[config.mk]
export PLATFORM = sky130hd
export DESIGN_NAME = key_gate_ctrl
export DESIGN_NICKNAME = d
export VERILOG_FILES = /design/src/rtl/synth_pkg.sv /design/src/rtl/key_gate_ctrl_debounce.sv /design/src/rtl/key_gate_ctrl.sv
export SDC_FILE = /design/constraint.sdc
export NUM_CORES = 1
export LEC_CHECK = 0
export BUFFER_PORTS_ARGS = -buffer_cell sky130_fd_sc_hd__buf_2
export CELL_PAD_IN_SITES_DETAIL_PLACEMENT = 0
export CELL_PAD_IN_SITES_GLOBAL_PLACEMENT = 1
export CORE_ASPECT_RATIO = 0.8
export CORE_UTILIZATION = 50
export CTS_CLUSTER_SIZE = 28
export DETAILED_ROUTE_END_ITERATION = 16
export GPL_TIMING_DRIVEN = 0
export MAX_ROUTING_LAYER = met4
export PLACE_DENSITY_LB_ADDON = 0.08
export SYNTH_ARGS = -nofsm -noshare
export SYNTH_HDL_FRONTEND = slang
export SYNTH_SLANG_ARGS = --single-unit
export TNS_END_PERCENT = 10
[constraint.sdc]
create_clock -name clk -period 6 [get_ports clk]
set_clock_uncertainty 0.05 [all_clocks]
set_input_delay 0.6 -clock clk [delete_from_list [all_inputs] [get_ports clk]]
set_output_delay 0.6 -clock clk [all_outputs]
set_load 0.01 [all_outputs]
[src/rtl/synth_pkg.sv]
// Types and helpers shared by the synth control blocks.
// The gate FSM encoding is fixed so that other blocks can decode the state.
package synth_pkg;

    typedef enum logic [1:0] {
        ST_IDLE    = 2'b00,
        ST_GATE_ON = 2'b01,
        ST_RETRIG  = 2'b10
    } gate_state_e;

    localparam int unsigned NKEYS_DEF      = 8;
    localparam int unsigned NBIT_NOTE_DEF  = 3;
    localparam int unsigned DEB_DIV_DEF    = 50000;
    localparam int unsigned DEB_TICKS_DEF  = 4;
    localparam int unsigned RETRIG_CYC_DEF = 2;

    // Counter width that holds 0..n-1 with one bit of headroom.
    function automatic int unsigned cnt_width(input int unsigned n);
        return $clog2(n) + 1;
    endfunction

    // Width of a free-running divider counting 0..n-1; never zero.
    function automatic int unsigned div_width(input int unsigned n);
        return (n > 1) ? $clog2(n) : 1;
    endfunction

endpackage

[src/rtl/key_gate_ctrl_debounce.sv]
// Single-key synchroniser and tick-sampled debouncer.
// The debounced state only flips after DEB_TICKS consecutive disagreeing ticks.
module key_debounce
    import synth_pkg::*;
#(
    parameter int unsigned DEB_TICKS = DEB_TICKS_DEF
) (
    input  logic clk,
    input  logic rstn,
    input  logic tick,
    input  logic raw,
    output logic state
);

    localparam int unsigned CW = cnt_width(DEB_TICKS);

    logic          sync_1;
    logic          sync_2;
    logic [CW-1:0] cnt;

    // Two-flop synchroniser for the asynchronous key level.
    always_ff @(posedge clk or negedge rstn) begin
        if (!rstn) begin
            sync_1 <= 1'b0;
            sync_2 <= 1'b0;
        end else begin
            sync_1 <= raw;
            sync_2 <= sync_1;
        end
    end

    // Any tick that agrees with the current state discards partial evidence.
    always_ff @(posedge clk or negedge rstn) begin
        if (!rstn) begin
            state <= 1'b0;
            cnt   <= '0;
        end else if (tick) begin
            if (sync_2 == state) begin
                cnt <= '0;
            end else if (cnt == CW'(DEB_TICKS - 1)) begin
                state <= sync_2;
                cnt   <= '0;
            end else begin
                cnt <= cnt + CW'(1);
            end
        end
    end

endmodule

[src/rtl/key_gate_ctrl.sv]
// Key scanner front-end for the ADSR envelope: debounced keys, last-note priority,
// legato fallback on release, and a forced gate-low gap on retrigger.
module key_gate_ctrl
    import synth_pkg::*;
#(
    parameter int unsigned NKEYS      = NKEYS_DEF,
    parameter int unsigned NBIT_NOTE  = NBIT_NOTE_DEF,
    parameter int unsigned DEB_DIV    = DEB_DIV_DEF,
    parameter int unsigned DEB_TICKS  = DEB_TICKS_DEF,
    parameter int unsigned RETRIG_CYC = RETRIG_CYC_DEF
) (
    input  logic                 clk,
    input  logic                 rstn,
    input  logic [NKEYS-1:0]     keys_in,
    output logic                 gate_out,
    output logic [NBIT_NOTE-1:0] note_idx,
    output logic [NKEYS-1:0]     keys_db
);

    localparam int unsigned DIV_W = div_width(DEB_DIV);
    localparam int unsigned RCW   = cnt_width(RETRIG_CYC);

    logic [DIV_W-1:0]     div_cnt;
    logic                 tick;
    logic [NKEYS-1:0]     keys_db_d;
    logic [NKEYS-1:0]     press;
    logic [NKEYS-1:0]     rel_edge;
    logic                 any_press;
    logic                 any_held;
    logic                 cur_released;
    logic [NBIT_NOTE-1:0] press_pick;
    logic [NBIT_NOTE-1:0] held_pick;
    logic [RCW-1:0]       rcnt;
    gate_state_e          state;

    // Shared debounce sample tick.
    assign tick = (div_cnt == DIV_W'(DEB_DIV - 1));

    always_ff @(posedge clk or negedge rstn) begin
        if (!rstn) begin
            div_cnt <= '0;
        end else if (tick) begin
            div_cnt <= '0;
        end else begin
            div_cnt <= div_cnt + DIV_W'(1);
        end
    end

    for (genvar k = 0; k < NKEYS; k++) begin : g_key
        key_debounce #(
            .DEB_TICKS (DEB_TICKS)
        ) u_deb (
            .clk   (clk),
            .rstn  (rstn),
            .tick  (tick),
            .raw   (keys_in[k]),
            .state (keys_db[k])
        );
    end

    always_ff @(posedge clk or negedge rstn) begin
        if (!rstn) begin
            keys_db_d <= '0;
        end else begin
            keys_db_d <= keys_db;
        end
    end

    assign press     = keys_db & ~keys_db_d;
    assign rel_edge  = ~keys_db & keys_db_d;
    assign any_press = |press;
    assign any_held  = |keys_db;

    // Ascending scan leaves the highest matching index in each pick.
    always_comb begin
        press_pick   = '0;
        held_pick    = '0;
        cur_released = 1'b0;
        for (int k = 0; k < NKEYS; k++) begin
            if (press[k]) begin
                press_pick = NBIT_NOTE'(k);
            end
            if (keys_db[k]) begin
                held_pick = NBIT_NOTE'(k);
            end
            if (rel_edge[k] && (note_idx == NBIT_NOTE'(k))) begin
                cur_released = 1'b1;
            end
        end
    end

    // Gate FSM; all-released beats press beats legato fallback.
    always_ff @(posedge clk or negedge rstn) begin
        if (!rstn) begin
            state    <= ST_IDLE;
            gate_out <= 1'b0;
            note_idx <= '0;
            rcnt     <= '0;
        end else begin
            case (state)
                ST_IDLE: begin
                    gate_out <= 1'b0;
                    if (any_press) begin
                        note_idx <= press_pick;
                        state    <= ST_GATE_ON;
                        gate_out <= 1'b1;
                    end
                end
                ST_GATE_ON: begin
                    gate_out <= 1'b1;
                    if (!any_held) begin
                        state    <= ST_IDLE;
                        gate_out <= 1'b0;
                    end else if (any_press) begin
                        note_idx <= press_pick;
                        rcnt     <= '0;
                        state    <= ST_RETRIG;
                        gate_out <= 1'b0;
                    end else if (cur_released) begin
                        note_idx <= held_pick;
                    end
                end
                ST_RETRIG: begin
                    gate_out <= 1'b0;
                    if (!any_held) begin
                        state <= ST_IDLE;
                    end else if (any_press) begin
                        note_idx <= press_pick;
                        rcnt     <= '0;
                    end else if (rcnt == RCW'(RETRIG_CYC - 1)) begin
                        state    <= ST_GATE_ON;
                        gate_out <= 1'b1;
                    end else begin
                        rcnt <= rcnt + RCW'(1);
                    end
                end
                default: begin
                    state    <= ST_IDLE;
                    gate_out <= 1'b0;
                end
            endcase
        end
    end

endmodule

# After elaboration in Yosys (flattened, before gate mapping)
# Index checks and enable logic that the tools add are counted.
# totals
elab_cells	186
regBits	80
in_bits	10
out_inout_bits	12
# op_classes
n_reduce_logical	25
addsub	10
eq_ne	36
mux	65
n_bitwise	12
# op_table
operator	n
$mux 3	33
$eq 3x2->1 const B	10
$add 3x1->3 const B	8
$reduce_and 3->1	8
$mux 2	11
$add 16x1->16 const B	1
$and 8x8->8	2
$eq 16x16->1 const B	1
$mux 1	16
$mux 16	1
$not 8->8	2
$reduce_or 8->1	2
$ne 3x3->1 const B	5
$eq 3x3->1 const B	4
$pmux 3 s3	1
$eq 1x1->1	8
$logic_and 1x1->1	8
$ne 2x2->1 const B	4
$not 1->1	8
$reduce_and 4->1	2
$pmux 2 s3	1
$reduce_and 5->1	1
$eq 2x1->1 const B	2
$pmux 2 s2	1
8 further kinds	8

# Depth between registers and ports, before layout
# depth
depth_word	15
depth_mapped	9
ltp_nobuf	6

# Modules after synthesis
# Synthesis repeated with hierarchy kept, for this count alone.
# hier_totals
hier_cells	327
hier_area_um2	3763.6
# modules_own_cells
module	area_per_inst_um2	instances	cells_each
key_debounce	250.2	8	20
key_gate_ctrl	1761.7	1	167

# Worst setup path before layout
# No wires, ideal clock.
# synth_timing
path_kind	reg-to-reg
from	register g_key[1].u_deb.state
to	register state[0]
required_time_ns	5.825
path_buffers	0
period_less_slack_ns	2.015
t_arrival_ns	1.840
path_slack_ns	3.985
path_stages_with_launch	6
path_cell_list	dfrtp_1 nor2b_1 a2111oi_4 nand3_1 a311o_1 mux2_4
# synth_between
elab_chain_len	4
elab_cells_between_ends	11
cone_classes	4 x eq/ne; 3 x mux; 1 x bitwise; 3 x reduce/logical
# synth_rtl
element	line	rtl
start: declaration	key_gate_ctrl_debounce.sv:12	output logic state
start signal: assignment	key_gate_ctrl_debounce.sv:41	state <= sync_2;
$and 8x8->8	key_gate_ctrl.sv:69	assign press = keys_db & ~keys_db_d;
$reduce_or 8->1	key_gate_ctrl.sv:71	assign any_press = |press;
$ne 3x3->1 (no source line) or $ne 2x2->1 (tied branches)	--	
$reduce_and 4->1 (no source line)	--	
end signal: assignment	key_gate_ctrl.sv:95	state <= ST_IDLE;
end signal: assignment	key_gate_ctrl.sv:105	state <= ST_GATE_ON;
end signal: assignment	key_gate_ctrl.sv:112	state <= ST_IDLE;
end: declaration	key_gate_ctrl.sv:34	gate_state_e state;
# Parallel ways exist; a longest one is shown, timed or not.
# A chain may end at the register's enable or synchronous reset.

# Final worst setup path
# layout_timing
from	register div_cnt[0]
to	register g_key[6].u_deb.state
# layout_between
elab_chain_len	2
# layout_rtl
element	line	rtl
start: declaration	key_gate_ctrl.sv:23	logic [DIV_W-1:0] div_cnt;
start signal: assignment	key_gate_ctrl.sv:45	div_cnt <= div_cnt + DIV_W'(1);
$eq 16x16->1	key_gate_ctrl.sv:37	assign tick = (div_cnt == DIV_W'(DEB_DIV - 1));
$reduce_and 3->1 (no source line)	--	
end signal: assignment	key_gate_ctrl_debounce.sv:41	
end: declaration	key_gate_ctrl_debounce.sv:12	
# No other way between the ends.

==> key figures <==
Placed design
  • Setup Slack @ Placement: 3.51 ns
  • Gpl congestion: around 0.84
  • IO buf count: 21
  • Placed wire-length estimate: 4.61 mm

Route
  • Mean routed wirelength per cell: between 10 and 15 um
  • Via count: between 2000 and 2500
  • DR pass1 iterations: 6
  • Routed Antenna Nets: 0
  • Routed wire length: 6.59 mm
  • DRC: 0
  • DR vias/cell: roughly 5.2
  • DRT iter0 DRCs: 77

Floorplanning
  • Die area: around 7800 um2
  • Die X: approximately 98 um
  • Rows: 27
  • Ports: 22
  • Initial Utilization: 52.8%
  • Die Y: 79.1 um
  • CORE AREA: 7030 um2

Power and ir drop
  • Clock power frac: 42.0%
  • Comb pwr share: 2.2%
  • Sequential power share: 55.9%
  • VDD IR max: approximately 0.00012 V
  • Leakage: 0.00208 uW
  • Switching Fraction: 21.6%
  • Overall Power: 978 uW
  • Power per standard cell area: roughly 230 nW/um2
  • Sw Pwr: 211 uW
  • P_int: 767 uW

Timing
  • RSZ-0062 raised after global routing: no
  • Final slew viol count: 0
  • Setup ws final: 3.49 ns
  • Slew HR: 61.3%
  • Final Hold Viols: 0
  • Worst slew pin tran: just under 0.6 ns
  • Hold_ws: 0.157 ns
  • F_max: 398 MHz
  • Count of final setup violators: 0
  • Final period utilization: between 40% and 50%
  • Final setup TNS: 0 ns
  • Fin crit period: 2.51 ns

Critical path
  • Worst Path Required: just over 6 ns
  • WP buf/inv: 3
  • Top delay family on crit path: buffers and inverters
  • Slowest stage delay, CP: between 0.3 and 0.4 ns
  • CP max-delay cell: dfrtp_1
  • WS Path Type: reg -> reg
  • Worst EP arrival: 2.70 ns
  • Element type at the critical path end: register
  • CP Max Fanout: 10
  • Startpoint Class: register
  • Critical path cell sequence: ha_1 -> and3_1 -> clkbuf_1 -> and3_1 -> clkbuf_1 -> buf_2 -> and2_1 -> mux2_1

Layout
  • P&R area growth vs syn: 12.1%
  • # nets final: 400
  • N_diodes: 0
  • Commonest non-fill, non-tap cells in the layout: dfrtp_1, nor2_1, nand2_1
  • Post-layout util: between 50% and 60%
  • Commonest non-fill, non-tap cell in the layout: dfrtp_1
  • Share of cells above drive strength 1: 16.3%

Yosys
  • Syn nets: 367
  • Flops & latches, synth: 80
  • Synth Instances: about 340
  • FFs w/ async S/R, synth: 100%
  • Share of the synthesized area in the top cell type: 53.9%
  • Main synth FF type: dfrtp_1
  • Netlist cell types: 48
  • Area leader, netlist: dfrtp_1
  • EDFF count, synth: 0
  • Sequential-to-total area share from yosys stat: 53.9%
  • Synth warnings: 0
  • Syn_area_per_cell: between 10 and 15 um2
  • Mapped Area: 3710 um2
  • Top cells by area, synth: dfrtp_1, ha_1, nor2_1, xnor2_1, nand2_1

CTS
  • CTS tree: built
  • Number of gates resized after CTS: 0
  • CTS Buf Count: 9
  • CTS Buffer Depth: 2
  • Clock Tree Root: clkbuf_8
  • H-tree depth: 3
  • Clk_lat worst skew: 0.35 ns
  • Clock transition at path regs: 0.08 ns
  • Num Clock Sinks: 80
  • Cts hold-fix bufs: 0
  • Post-CTS setup buffer count: 0

GRT
  • All-Layer GR Usage: 20.9%
  • Largest net degree at the start of global routing: 44
  • Vias in the first global route: around 2500
  • Initial antenna violation count: 0
  • Global-route wire length before repair: approximately 12 mm
  • Total congestion overflow: 0

Run
  • Number of max-cap violations: 0

Run status
  • Outcome: finished clean

Hold path
  • Path category of the worst min-delay check: in -> async
[sequential cells by signal, summed over array words and instances, names as in the netlist]
register	flops
div_cnt	16
note_idx	3
state	2
g_key.u_deb.sync_1	8
g_key.u_deb.state	8
gate_out	1
rcnt	2
g_key.u_deb.cnt	24
g_key.u_deb.sync_2	8
keys_db_d	8
[metrics by stage]
stage	instances	area (um2)
3_3_place_gp	451	3930
4_1_cts	468	4160
2_1_floorplan	343	3710
5_1_grt	468	4160
6_report	468	4160
3_5_place_dp	452	3960
[power groups by stage]
stage	Combinational [uW]	Clock, uW	Sequential, uW
6_report	21.0	410	547
5_1_grt	25.1	445	547
4_1_cts	22.2	427	547
3_5_place_dp	22.2	0	557
3_3_place_gp	19.6	0	557
2_1_floorplan	5.28	0	557
[cell usage after synthesis, types with 2 or more instances]
cell type   n
dfrtp_1    80
nor2_1     42
nand2_1    30
xnor2_1    15
ha_1       14
inv_1      14
nand3_1    14
and3_1     13
a21oi_1    10
o21ai_0    10
buf_4       8
nor2b_1     8
clkbuf_1    7
mux2_2      7
xor2_1      7
nand2b_1    6
mux2_1      5
nand3b_1    4
nand4_1     4
a21o_1      3
a311o_1     3
and4_1      3
nor4_1      3
a2111oi_0   2
and2_1      2
buf_2       2
mux2i_1     2
nand4b_1    2
nor3_1      2
nor3b_1     2
or3b_2      2
[per-layer routing]
| metal | GRT usage [%] | wire, um |
|---|---|---|
| met4 | 6.87 | 89 |
| met2 | 29.5 | 2750 |
| met5 | - | 0 |
| met3 | 5.90 | 194 |
| met1 | 29.2 | 3560 |
[path summary, 6_finish.rpt]
kind / startpoint / endpoint / slack, ns / cells after the start
max in group asynchronous: rstn / rcnt[0] / 5.17 / 2
min in group clk: keys_in[3] / g_key[3].u_deb.sync_1 / 0.30 / 1
min: rstn / g_key[6].u_deb.state / 0.16 / 1
max: div_cnt[0] / g_key[6].u_deb.state / 3.49 / 8
min reg2reg: g_key[0].u_deb.sync_1 / g_key[0].u_deb.sync_2 / 0.30 / 0
max reg2reg: div_cnt[0] / g_key[6].u_deb.state / 3.49 / 8
[cell families after synthesis]
logic type	Yosys count	synth area share [%]
AND/OR/NAND/NOR	140	19.6
flip-flops	80	53.9
AO/OA/AOI/OAI	40	7.92
buffers and inverters	32	4.11
XOR/XNOR	22	5.19
multiplexers	15	4.58
adder cells (fa/ha/maj)	14	4.72
[final cells by class]
cell class	count	area, um2
Inverter	15	56.3
Multi-Input combinational cell	231	1560
Sequential cell	80	2000
Fill cell	626	2860
Tap cell	87	109
Clock inverter	4	51.3
Clock buffer	12	155
Buffer	17	96.3
Timing Repair Buffer	22	135
(Power assumes the default switching activity.)
